--- src/rtl/push_sequencer.sv ---
// Sequencer for one push pass of the dual-pusher datapath. It reads particle pairs,
// issues them to the pusher pair, and writes the pushed pairs back in place.
module push_sequencer #(
    parameter int PART_ADDRWIDTH = 16,
    parameter int MEM_LATENCY    = 2,
    parameter int MAX_INFLIGHT   = 64,
    parameter int PARTICLE_WIDTH = 64
) (
    input  logic                                clk,
    input  logic                                rst,
    input  logic                                start,
    input  logic [PART_ADDRWIDTH:0]             num_particles,
    input  logic                                phi_ready,
    output logic                                busy,
    output logic                                done,
    output logic                                mem_ren,
    output logic [PART_ADDRWIDTH-1:0]           mem_raddr,
    input  logic [1:0][PARTICLE_WIDTH-1:0]      mem_rdata,
    output logic                                push_valid,
    output logic                                push_noop,
    output logic                                push_tlast,
    output logic [1:0][PARTICLE_WIDTH-1:0]      push_particle,
    input  logic                                push_valid_out,
    input  logic [1:0][PARTICLE_WIDTH-1:0]      push_particle_out,
    input  logic                                push_tlast_out,
    output logic                                mem_wen,
    output logic [PART_ADDRWIDTH-1:0]           mem_waddr,
    output logic [1:0][PARTICLE_WIDTH-1:0]      mem_wdata,
    output logic [1:0]                          mem_wmask
);

    localparam int CW  = PART_ADDRWIDTH + 1;
    localparam int IFW = $clog2(MAX_INFLIGHT) + 1;

    typedef enum logic [1:0] {
        S_IDLE  = 2'd0,
        S_ISSUE = 2'd1,
        S_DRAIN = 2'd2,
        S_DONE  = 2'd3
    } state_t;

    state_t                           state_r;
    state_t                           state_nxt_s;
    logic [CW-1:0]                    npairs_r;
    logic                             odd_r;
    logic [CW-1:0]                    rd_cnt_r;
    logic [CW-1:0]                    wr_cnt_r;
    logic [CW-1:0]                    last_idx_s;
    logic [IFW-1:0]                   inflight_r;
    logic [MEM_LATENCY-1:0]           dly_valid_r;
    logic [MEM_LATENCY-1:0]           dly_tlast_r;
    logic [MEM_LATENCY-1:0]           dly_noop_r;
    logic                             ren_s;
    logic                             ret_s;
    logic                             wr_s;
    logic                             accept_s;
    logic                             last_rd_s;
    logic                             last_wr_s;
    logic                             wlast_r;
    logic                             mem_wen_r;
    logic [PART_ADDRWIDTH-1:0]        mem_waddr_r;
    logic [1:0][PARTICLE_WIDTH-1:0]   mem_wdata_r;
    logic [1:0]                       mem_wmask_r;

    assign last_idx_s = npairs_r - CW'(1);

    // Issue/return qualifiers and next-state logic.
    always_comb begin
        accept_s    = (state_r == S_IDLE) && start;
        ren_s       = (state_r == S_ISSUE) && phi_ready && (inflight_r < IFW'(MAX_INFLIGHT));
        ret_s       = push_valid_out && (inflight_r != {IFW{1'b0}});
        wr_s        = push_valid_out && ((state_r == S_ISSUE) || (state_r == S_DRAIN));
        last_rd_s   = (rd_cnt_r == last_idx_s);
        last_wr_s   = (wr_cnt_r == last_idx_s);
        state_nxt_s = state_r;
        case (state_r)
            S_IDLE: begin
                if (start) begin
                    if (num_particles == {CW{1'b0}}) begin
                        state_nxt_s = S_DONE;
                    end else begin
                        state_nxt_s = S_ISSUE;
                    end
                end else begin
                    state_nxt_s = S_IDLE;
                end
            end
            S_ISSUE: begin
                if (ren_s && last_rd_s) begin
                    state_nxt_s = S_DRAIN;
                end else begin
                    state_nxt_s = S_ISSUE;
                end
            end
            S_DRAIN: begin
                // The pass ends once the write of the final pair has been presented.
                if (mem_wen_r && wlast_r) begin
                    state_nxt_s = S_DONE;
                end else begin
                    state_nxt_s = S_DRAIN;
                end
            end
            S_DONE:  state_nxt_s = S_IDLE;
            default: state_nxt_s = S_IDLE;
        endcase
    end

    // State register, pass parameters and read counter.
    always_ff @(posedge clk) begin
        if (!rst) begin
            state_r  <= S_IDLE;
            npairs_r <= {CW{1'b0}};
            odd_r    <= 1'b0;
            rd_cnt_r <= {CW{1'b0}};
        end else begin
            state_r <= state_nxt_s;
            if (accept_s) begin
                npairs_r <= (num_particles >> 1) + CW'(num_particles[0]);
                odd_r    <= num_particles[0];
                rd_cnt_r <= {CW{1'b0}};
            end else if (ren_s) begin
                rd_cnt_r <= rd_cnt_r + CW'(1);
            end
        end
    end

    // In-flight credit counter; stale returns with no credit outstanding are ignored.
    always_ff @(posedge clk) begin
        if (!rst) begin
            inflight_r <= {IFW{1'b0}};
        end else begin
            case ({ren_s, ret_s})
                2'b10:   inflight_r <= inflight_r + IFW'(1);
                2'b01:   inflight_r <= inflight_r - IFW'(1);
                default: inflight_r <= inflight_r;
            endcase
        end
    end

    // Read-latency delay line carrying valid, tlast and noop alongside the memory read.
    always_ff @(posedge clk) begin
        if (!rst) begin
            dly_valid_r <= {MEM_LATENCY{1'b0}};
            dly_tlast_r <= {MEM_LATENCY{1'b0}};
            dly_noop_r  <= {MEM_LATENCY{1'b0}};
        end else begin
            dly_valid_r[0] <= ren_s;
            dly_tlast_r[0] <= ren_s && last_rd_s;
            dly_noop_r[0]  <= ren_s && last_rd_s && odd_r;
            for (int i = 1; i < MEM_LATENCY; i++) begin
                dly_valid_r[i] <= dly_valid_r[i-1];
                dly_tlast_r[i] <= dly_tlast_r[i-1];
                dly_noop_r[i]  <= dly_noop_r[i-1];
            end
        end
    end

    // Registered write-back of returned pairs; returns outside a pass are dropped.
    always_ff @(posedge clk) begin
        if (!rst) begin
            mem_wen_r   <= 1'b0;
            mem_waddr_r <= {PART_ADDRWIDTH{1'b0}};
            mem_wdata_r <= '0;
            mem_wmask_r <= 2'b00;
            wlast_r     <= 1'b0;
            wr_cnt_r    <= {CW{1'b0}};
        end else begin
            if (accept_s) begin
                wr_cnt_r <= {CW{1'b0}};
            end
            if (wr_s) begin
                mem_wen_r   <= 1'b1;
                mem_waddr_r <= wr_cnt_r[PART_ADDRWIDTH-1:0];
                mem_wdata_r <= push_particle_out;
                mem_wmask_r <= (last_wr_s && odd_r) ? 2'b01 : 2'b11;
                wlast_r     <= last_wr_s;
                wr_cnt_r    <= wr_cnt_r + CW'(1);
            end else begin
                mem_wen_r <= 1'b0;
                wlast_r   <= 1'b0;
            end
        end
    end

    // The tlast returned by the pusher is informational: the write counter decides the end.
    logic unused_tlast_s;
    assign unused_tlast_s = push_tlast_out;

    assign busy          = (state_r == S_ISSUE) || (state_r == S_DRAIN);
    assign done          = (state_r == S_DONE);
    assign mem_ren       = ren_s;
    assign mem_raddr     = rd_cnt_r[PART_ADDRWIDTH-1:0];
    assign push_valid    = dly_valid_r[MEM_LATENCY-1];
    assign push_tlast    = dly_valid_r[MEM_LATENCY-1] && dly_tlast_r[MEM_LATENCY-1];
    assign push_noop     = dly_valid_r[MEM_LATENCY-1] && dly_noop_r[MEM_LATENCY-1];
    assign push_particle = mem_rdata;
    assign mem_wen       = mem_wen_r;
    assign mem_waddr     = mem_waddr_r;
    assign mem_wdata     = mem_wdata_r;
    assign mem_wmask     = mem_wmask_r;

endmodule

--- config.mk ---
export PLATFORM = sky130hd
export DESIGN_NAME = push_sequencer
export DESIGN_NICKNAME = d
export VERILOG_FILES = /design/src/rtl/push_sequencer.sv
export SDC_FILE = /design/constraint.sdc
export NUM_CORES = 1
export LEC_CHECK = 0
export ABC_CLOCK_PERIOD_IN_PS = 2900
export BUFFER_PORTS_ARGS = -buffer_cell sky130_fd_sc_hd__buf_2
export CAP_MARGIN = 5
export CORE_AREA = 8 8 219 221
export CTS_CLUSTER_SIZE = 8
export DETAILED_ROUTE_END_ITERATION = 6
export DIE_AREA = 0 0 227 229
export HOLD_SLACK_MARGIN = 0.15
export SLEW_MARGIN = 30
export SYNTH_ARGS = -nofsm -noshare
export SYNTH_HDL_FRONTEND = slang
export SYNTH_SLANG_ARGS = --single-unit
--- constraint.sdc ---
create_clock -name clk -period 2.9 [get_ports clk]
set_input_delay 0.29 -clock clk [delete_from_list [all_inputs] [get_ports clk]]
set_output_delay 0.29 -clock clk [all_outputs]
set_load 0.05 [all_outputs]
==> results_dict.tcl, run 1 <==
set metrics [dict create \
    dp_slack_ns 0.0208 \
    final-hold-violation-count 0 \
    slowest_delay_ns 0.61 \
    synth_top_area_cell "dfxtp_1" \
    hold_start "num_particles[2]" \
    fp-row-count 78 \
    wire_per_inst_um 16.2 \
    grt_pass1_wl_mm 57.0 \
    ys_seq_area_frac 0.405 \
    p_clk_frac 0.383 \
    worstSkewPairLatency_ns 0.58 \
    clock-root-buffer "clkbuf_16" \
    synth-async-reset-ratio 0 \
    cp_max_fo 8 \
    seq_power_share 0.389 \
    layout-drive-gt1-share 0.242 \
    cp-start-kind "flip-flop" \
    synth_area_mm2 0.0106 \
    syn_area_per_cell_um2 7.79 \
    whs_ns 0.193 \
    dieArea_mm2 0.0520 \
    place_area_mm2 0.0117 \
    layout_setup_ws_ns 0.112 \
    end_kind "flip-flop" \
    finalMaxSlewViolations 0 \
    ys.flop_type "dfxtp_1" \
    max_cap_violations 0 \
    switching_share 0.306 \
    setup_violations 0 \
    coreArea_mm2 0.0447 \
    worstMarginPinSlew_ns 0.720 \
    ys_ff_latch 215 \
    die_y_um 229 \
    cp.required_ns 3.33 \
    path_buf_inv 1 \
    gr-total-overflow 0 \
    critPathKind "reg -> reg" \
    start_util 0.237 \
    comb_power_share 0.228 \
    min_period_ns 2.79 \
    p_sw_mw 2.54 \
    routed_wl_mm 36.7 \
    io_buffer_count 318 \
    synth_top_area_share 0.405 \
    power.internal_mw 5.77 \
    p_per_area_mw_per_mm2 590 \
    rr_startpoint "npairs_r[5]$_SDFFE_PN0P_" \
    worstPathArrival_ns 3.22 \
    total_leakage_power_nw 5.86 \
    design_area_mm2 0.0141 \
    cp_slowest_cell "nor4_4" \
    h-tree-depth 1 \
    hold_class "in -> reg" \
    p_total_mw 8.31 \
    grt_pass1_vias 10500 \
    antenna_found_initial 1 \
    syn-num-nets 1659 \
    synth_cells 1362 \
    route.detailed.drc 0 \
    synth.distinct_cells 64 \
    critPathMostFrequentCell "xor2_1" \
    finalCritPeriodShare 0.961 \
    synth_edf_count 0 \
    cts_buffers 31 \
    max-vdd-ir-drop_mv 0.458 \
    detail_route.vias_per_cell 4.55 \
    track_usage 0.134 \
    synth_area_leaders "dfxtp_1 (41%), nand2_1 (12%), buf_4 (10%)" \
    path_clk_slew_ns 0.05 \
    vias 10300 \
    place_congestion 0.879 \
    utilization 0.315 \
    synth_warnings 0 \
    tritoncts "done" \
    hpwl_mm 26.2 \
    rsz0062_at_grt "true" \
    grt_start_max_net_pins 78 \
    clkSinkCount 215 \
    drt_iter0_markers 578 \
    dr.pass1.iters 7 \
    crit_start "npairs_r[5]$_SDFFE_PN0P_" \
    syn2layout_area_growth_pct 32.6 \
    die_w_um 227 \
    status "completed" \
    num-nets-final 1951 \
    cpLargestDelayFamily "compound AO/OA/AOI/OAI gates" \
    cts_buffer_depth 3 \
    ios 576 \
    antennaDiodeCount 0 \
    relSlewSlack 0.520 \
    clock_skew_ns 0.0122 \
    ant_nets 0 \
    fmax_ghz 0.359 \
    crit_chain "nor4_4 -> buf_4 -> nand4_1 -> xor2_1 -> xor2_1 -> o2111ai_1 -> o41ai_1 -> a21oi_1" \
]
## worst paths after layout
path / cells after the start / slack (ns) / end
setup / recovery: 8 / 0.11 / state_r[0]$_SDFF_PN0_
hold / removal: 4 / 0.19 / npairs_r[1]$_SDFFE_PN0P_
setup reg to reg: 8 / 0.11 / state_r[0]$_SDFF_PN0_
hold reg to reg: 1 / 0.44 / dly_valid_r[1]$_SDFF_PN0_
## placed cells by master, fill, tap and decap left out, types with 4 or more instances in the layout
master and n:
and3_1 15, a211oi_1 13, a311oi_1 5, xor2_1 33, buf_4 19, dfxtp_1 214, nor2_1 74, clkbuf_16 31
o211ai_1 4, o21ai_0 14, a21oi_1 175, inv_1 23, nand2_1 345, nand4_1 14, and2_1 10, nand3b_1 4
nor4_1 7, buf_2 318, dlygate4sd3_1 147, mux2_2 4, a31oi_1 4, a22oi_1 4, or3_1 6, mux2i_1 4
nand3_1 27, nor3_1 17, ha_1 14, xnor2_1 32
## state kept, by name (all words and copies together) (netlist names)
name,count
dly_noop_r,2
inflight_r,7
wlast_r,1
state_r,2
mem_wen,1
mem_waddr,16
odd_r,1
mem_wdata,128
dly_valid_r,2
dly_tlast_r,2
wr_cnt_r,17
npairs_r,17
mem_wmask,2
rd_cnt_r,17
## cells in the mapped netlist (3+ instances only)
| library cell | count |
|---|---|
| nand2_1 | 346 |
| dfxtp_1 | 215 |
| a21oi_1 | 175 |
| buf_4 | 144 |
| nor2_1 | 74 |
| clkbuf_1 | 71 |
| xor2_1 | 33 |
| xnor2_1 | 32 |
| nand3_1 | 27 |
| inv_1 | 23 |
| ha_1 | 17 |
| nor3_1 | 17 |
| o21ai_0 | 16 |
| and3_1 | 15 |
| nand4_1 | 14 |
| a211oi_1 | 13 |
| and2_1 | 11 |
| nor4_1 | 8 |
| buf_1 | 7 |
| or3_1 | 6 |
| a311oi_1 | 5 |
| a22oi_1 | 4 |
| a31oi_1 | 4 |
| mux2_2 | 4 |
| mux2i_1 | 4 |
| nand3b_1 | 4 |
| o211ai_1 | 4 |
| and4_1 | 3 |
| buf_2 | 3 |
| buf_6 | 3 |
| nand4b_1 | 3 |
| nor4b_1 | 3 |
| o22ai_1 | 3 |
| o31ai_1 | 3 |
| or2_2 | 3 |
| or4_1 | 3 |
| xnor3_1 | 3 |
## per-layer routing
metal,global-route usage,routed length [um],share of wire
met5,0,9,0.00025
met4,0.0656,1800,0.049
met3,0.0423,3070,0.084
met2,0.227,17400,0.47
met1,0.151,14400,0.39
## logic make-up after synthesis
| logic type | synth area share |
|---|---|
| and+or+nand+nor | 0.228 |
| xor gates and xnor gates | 0.0600 |
| adders and majority gates | 0.0219 |
| buffers and inverters | 0.143 |
| muxes | 0.00801 |
| DFF | 0.405 |
| AOI/OAI and AO/OA | 0.134 |
## tightest hold or removal path, cell delays in order
cell     delay [ns]
buf_2          0.12
ha_1           0.14
nand2_1        0.06
a21oi_1        0.11
## power groups by stage
stage	sequential, mW	combinational (mW)	clock [mW]
final	3.23	1.90	3.18
after global routing	3.25	2.09	3.41
after CTS	3.22	1.86	3.30
after detailed placement	3.28	1.68	0
after global placement	3.27	1.65	0
after floorplan	3.50	1.46	0
## cell type report
class | count | area (um^2)
clock buffers | 34 | 787
clock inverters | 3 | 30.0
fillers | 4718 | 30600
inverters | 25 | 98.8
multi-input cells | 894 | 4830
flip-flops and latches | 215 | 4310
well taps | 600 | 751
repair buffers | 487 | 3270
## metrics by stage
stage	std cells	setup TNS, ns
floorplan	1362	0
CTS	2256	0
global route	2258	-0.0737
detailed placement	2072	0
global placement	2072	0
finish	2258	0
## timing repair
action / CTS / global route
hold buffers: 147 / 0
gates resized for setup: 1 / 12
hold endpoints to repair: 149 / 0
gates cloned: 0 / 0
endpoints found under the setup margin: 1 / 6
setup buffers: 0 / 2
pin swaps: 0 / 3
(Power assumes the default switching activity.)
==> inputs of run 2 (changes only) <==
--- a/config.mk
+++ b/config.mk
@@ -8,10 +8,10 @@
 export ABC_CLOCK_PERIOD_IN_PS = 2900
 export BUFFER_PORTS_ARGS = -buffer_cell sky130_fd_sc_hd__buf_2
 export CAP_MARGIN = 5
-export CORE_AREA = 8 8 219 221
+export CORE_AREA = 2 2 226 228
 export CTS_CLUSTER_SIZE = 8
 export DETAILED_ROUTE_END_ITERATION = 6
-export DIE_AREA = 0 0 227 229
+export DIE_AREA = 0 0 228 230
 export HOLD_SLACK_MARGIN = 0.15
 export SLEW_MARGIN = 30
 export SYNTH_ARGS = -nofsm -noshare
==> run 2 against run 1 <==
- die area rose by 0.88%
- largest power group unchanged
- final area increased by 1.2%
- sequential cell count is the same
- maximum frequency about the same
- power up 1.1%
- sequential power about the same
- utilization down 2.9 points
- largest cell class unchanged
- first-iteration DRC count decreased by 13%
- combinational power rose by 4%
- hold slack better by 0.0034 ns
- critical path type unchanged
- register-to-register slack barely moved
- non-clock buffer count up 7
==> results_dict.tcl, run 2 (synthesis results as in run 1) <==
set metrics [dict create \
    layout_common_cells "nand2_1 (345), buf_2 (318), dfxtp_1 (214)" \
    comb_power_share 0.235 \
    grt_start_max_net_pins 133 \
    finalCritPeriodShare 0.962 \
    final_common_cell "nand2_1" \
    max_cap_violations 0 \
    gr-total-overflow 0 \
    cp-start-kind "flip-flop" \
    final_cells 2337 \
    start_util 0.213 \
    dieArea_mm2 0.0524 \
    cts_buffer_depth 3 \
    relSlewSlack 0.502 \
    p_per_area_mw_per_mm2 590 \
    die_w_um 228 \
    antenna_found_initial 0 \
    ant_nets 0 \
    layout_setup_ws_ns 0.112 \
    end_kind "flip-flop" \
    post-place-cells 2150 \
    seq_power_share 0.385 \
    min_period_ns 2.79 \
    antennaDiodeCount 0 \
    coreArea_mm2 0.0499 \
    drt_iter0_markers 500 \
    max-vdd-ir-drop_mv 0.493 \
    io_buffer_count 318 \
    ff2ff_setup_slack_ns 0.11 \
    final-hold-violation-count 0 \
    largest_reg_flops 128 \
    clock-root-buffer "clkbuf_16" \
    critPathKind "reg -> reg" \
    total_leakage_power_nw 5.90 \
    hold_class "in -> reg" \
    cp_max_fo 4 \
    fin_tns_setup_ns 0 \
    worstPathArrival_ns 3.29 \
    setup_violations 0 \
    cts_buffers 31 \
    die_y_um 230 \
    num-nets-final 1958 \
    syn2layout_area_growth_pct 34.1 \
    slowest_delay_ns 0.39 \
    grt_pass1_vias 10300 \
    h-tree-depth 1 \
    place_congestion 0.908 \
    finalMaxSlewViolations 0 \
    fp-row-count 82 \
    clkSinkCount 215 \
    design_area_mm2 0.0142 \
    utilization 0.285 \
    worstMarginPinSlew_ns 0.747 \
    wire_per_inst_um 15.5 \
    grt_pass1_wl_mm 55.5 \
    status "completed" \
    track_usage 0.131 \
    layout-drive-gt1-share 0.244 \
    detail_route.vias_per_cell 4.41 \
    fmax_ghz 0.359 \
    place_area_mm2 0.0119 \
    clock_skew_ns 0.0166 \
    tritoncts "done" \
    hpwl_mm 25.0 \
    p_total_mw 8.40 \
    switching_share 0.308 \
    power.internal_mw 5.81 \
    routed_wl_mm 36.2 \
    vias 10300 \
    worstSkewPairLatency_ns 0.58 \
    dr.pass1.iters 5 \
    p_sw_mw 2.59 \
    ios 576 \
    crit_chain "inv_1 -> ha_1 -> nand3b_1 -> ha_2 -> inv_1 -> fa_2 -> nor2b_2 -> o21ai_0 -> a21oi_1 -> o21ai_1 -> and3_1 -> or4_1 -> a21oi_1" \
    route.detailed.drc 0 \
    path_clk_slew_ns 0.05 \
    p_clk_frac 0.380 \
    cp.required_ns 3.40 \
    whs_ns 0.197 \
    dp_slack_ns -0.0133 \
    cp_slowest_cell "or4_1" \
]
-- run 2: changes by cell type in the layout (fill, tap and decap cells not counted), sizes merged --
| cell | before | now |
|---|---|---|
| clkinv | 3 | 1 |
| buf | 340 | 348 |
| clkbuf | 34 | 35 |
| clkinvlp | 0 | 1 |
| dlygate4sd3 | 147 | 146 |
-- run 2: worst max-delay path: cells and delay by family, from the launching register on --
| family | cells | cell delay, ns |
|---|---|---|
| fa+ha+maj | 3 | 0.81 |
| flops | 1 | 0.34 |
| compound gates | 4 | 0.56 |
| simple gates | 4 | 0.84 |
| buf+inv | 2 | 0.16 |
-- run 2: path summary, 6_finish.rpt --
path | cells after the start | endpoint | start
worst max-delay path | 13 | inflight_r[6]$_SDFFE_PN0P_ | state_r[1]$_SDFF_PN0_
worst min-delay path | 5 | state_r[1]$_SDFF_PN0_ | num_particles[2]
worst max register to register | 13 | inflight_r[6]$_SDFFE_PN0P_ | state_r[1]$_SDFF_PN0_
worst min register to register | 1 | dly_valid_r[1]$_SDFF_PN0_ | dly_valid_r[0]$_SDFF_PN0_
-- run 2: metal layers --
layer  GRT usage  up-vias  routed length, um
li1            -     4971                  -
met1       0.145     4855              14300
met2       0.231      393              17700
met3      0.0402       89               3010
met4      0.0529        0               1170
met5     0.00460        -                  0
-- run 2: what timing repair did --
action	in CTS	in global routing
setup endpoints to repair	2	5
endpoints found under the hold margin	148	0
gates resized for setup	1	9
hold buffers	146	0
pin swaps	2	2
buffers inserted	0	4
-- run 2: final cells by class --
class	instances	area (um^2)
Sequential cell	215	4310
Clock inverter	2	27.5
Clock buffer	35	791
Timing Repair Buffer	494	3340
Multi-Input combinational cell	894	4830
Inverter	25	98.8
Fill cell	5309	35600
Tap cell	672	841
-- run 2: power by group through the flow --
stage,Clock [mW],Sequential (mW),Combinational (mW)
floorplan,0,3.50,1.46
global placement,0,3.27,1.69
detailed placement,0,3.28,1.72
CTS,3.32,3.22,1.89
global route,3.43,3.25,2.15
finish,3.19,3.24,1.97
==> inputs of run 3 (changes only) <==
==> constraint.sdc (replaced) <==
create_clock -name clk -period 2.9 [get_ports clk]
set_input_delay 0.58 -clock clk [delete_from_list [all_inputs] [get_ports clk]]
set_output_delay 0.58 -clock clk [all_outputs]
set_load 0.05 [all_outputs]
==> run 3 against run 2 <==
- die area stayed put
- hold slack better by 0.024 ns
- non-clock buffer count is 143 lower
- power is 1.6% lower
- critical path depth stayed put
- highest routed layer unchanged
==> results_dict.tcl, run 3 (synthesis results as in run 1) <==
set metrics [dict create \
    status "completed" \
    route.detailed.drc 0 \
    final-hold-violation-count 0 \
    cts_buffer_depth 3 \
    fmax_ghz 0.365 \
    place_congestion 0.912 \
    cp.required_ns 3.40 \
    holdBufCountCts 0 \
    finalCritPeriodShare 0.945 \
    fin_tns_setup_ns 0 \
    path_clk_slew_ns 0.06 \
    clkSinkCount 215 \
    dr.pass1.iters 5 \
    setup_violations 0 \
    track_usage 0.120 \
    layout_common_cells "nand2_1 (345), buf_2 (318), dfxtp_1 (215)" \
    start_util 0.213 \
    cp_max_fo 3 \
    dieArea_mm2 0.0524 \
    min_period_ns 2.74 \
    vias 9455 \
    antenna_found_initial 1 \
    layout-drive-gt1-share 0.268 \
    cts_buffers 31 \
    total_leakage_power_nw 5.31 \
    worstSkewPairLatency_ns 0.59 \
    wire_per_inst_um 15.1 \
    h-tree-depth 1 \
    cp-start-kind "flip-flop" \
    grt_pass1_wl_mm 51.0 \
    hpwl_mm 24.5 \
    p_per_area_mw_per_mm2 646 \
    detail_route.vias_per_cell 4.30 \
    finalMaxSlewViolations 0 \
    grt_pass1_vias 9135 \
    hold_class "in -> reg" \
    gr-total-overflow 0 \
    clock-root-buffer "clkbuf_16" \
    worstPathArrival_ns 3.25 \
    relSlewSlack 0.481 \
    final_common_cell "nand2_1" \
    max_cap_violations 0 \
    die_y_um 230 \
    critPathKind "reg -> reg" \
    dp_slack_ns -0.00404 \
    ios 576 \
    syn2layout_area_growth_pct 20.6 \
    tritoncts "done" \
    max-vdd-ir-drop_mv 0.480 \
    coreArea_mm2 0.0499 \
    clock_skew_ns 0.0147 \
    die_w_um 228 \
    io_buffer_count 318 \
    worstMarginPinSlew_ns 0.772 \
    layout_setup_ws_ns 0.158 \
    end_kind "flip-flop" \
    grt_start_max_net_pins 106 \
    routed_wl_mm 33.2 \
    fp-row-count 82 \
    num-nets-final 1815 \
    largest_reg_flops 128 \
    ant_nets 0 \
    whs_ns 0.221 \
    drt_iter0_markers 470 \
]
-- run 3: power by group --
group	internal, mW	leakage (nW)	switching, mW	total [mW]
Combinational	0.709	3.16	1.11	1.82
Sequential	3.11	1.75	0.116	3.22
Clock	1.89	0.403	1.34	3.23
Total	5.71	5.31	2.56	8.27
-- run 3: cell type report --
| class | count | area [um^2] |
|---|---|---|
| sequential | 215 | 4300 |
| tap | 672 | 841 |
| timing repair buffer | 351 | 1900 |
| clock buffer | 37 | 798 |
| inverter | 25 | 98.8 |
| clock inverter | 2 | 25.0 |
| fill | 5540 | 37100 |
| antenna | 1 | 2.50 |
| multi-input combinational | 894 | 4830 |
-- run 3: through the flow --
step | cell area, um^2 | power [mW] | instances | util
global route | 12800 | 8.70 | 2197 | 0.257
CTS | 12800 | 8.36 | 2194 | 0.256
finish | 12800 | 8.27 | 2197 | 0.257
detailed placement | 11900 | 5.06 | 2155 | 0.239
floorplan | 10600 | 4.96 | 1362 | -
global placement | 11900 | 5.02 | 2155 | 0.239
-- run 3: final timing paths --
path	startpoint	to	slack, ns	cells past startpoint
hold / removal	push_particle_out[78]	mem_wdata[78]$_SDFFE_PN0P_	0.22	3
setup reg to reg	state_r[1]$_SDFF_PN0_	inflight_r[6]$_SDFFE_PN0P_	0.16	13
hold reg to reg	mem_waddr[15]$_SDFFE_PN0P_	mem_waddr[15]$_SDFFE_PN0P_	0.45	2
setup / recovery	state_r[1]$_SDFF_PN0_	inflight_r[6]$_SDFFE_PN0P_	0.16	13
-- run 3: critical path, cell delays in order, from the launching register on --
cell and delay [ns]:
dfxtp_1 0.32, inv_1 0.11, ha_2 0.20, nand3b_1 0.11
ha_1 0.23, buf_4 0.14, ha_1 0.28, nor2b_2 0.17
o21ai_1 0.15, a21oi_1 0.10, o21ai_1 0.15, a21oi_1 0.10
or4_1 0.46, a21oi_1 0.15
-- run 3: per-layer routing --
metal	global-route usage	vias up	share of wire	wire (um)
met5	0.00460	-	0	0
met4	0.0482	0	0.034	1140
met3	0.0387	82	0.082	2710
met2	0.200	336	0.47	15700
met1	0.142	4358	0.41	13600
li1	-	4679	-	-
-- run 3: timing repair --
item,in CTS,in global routing
pin swaps,1,2
buffers inserted,0,2
endpoints found under the setup margin,1,5
endpoints found under the hold margin,0,0
resized for setup,0,10
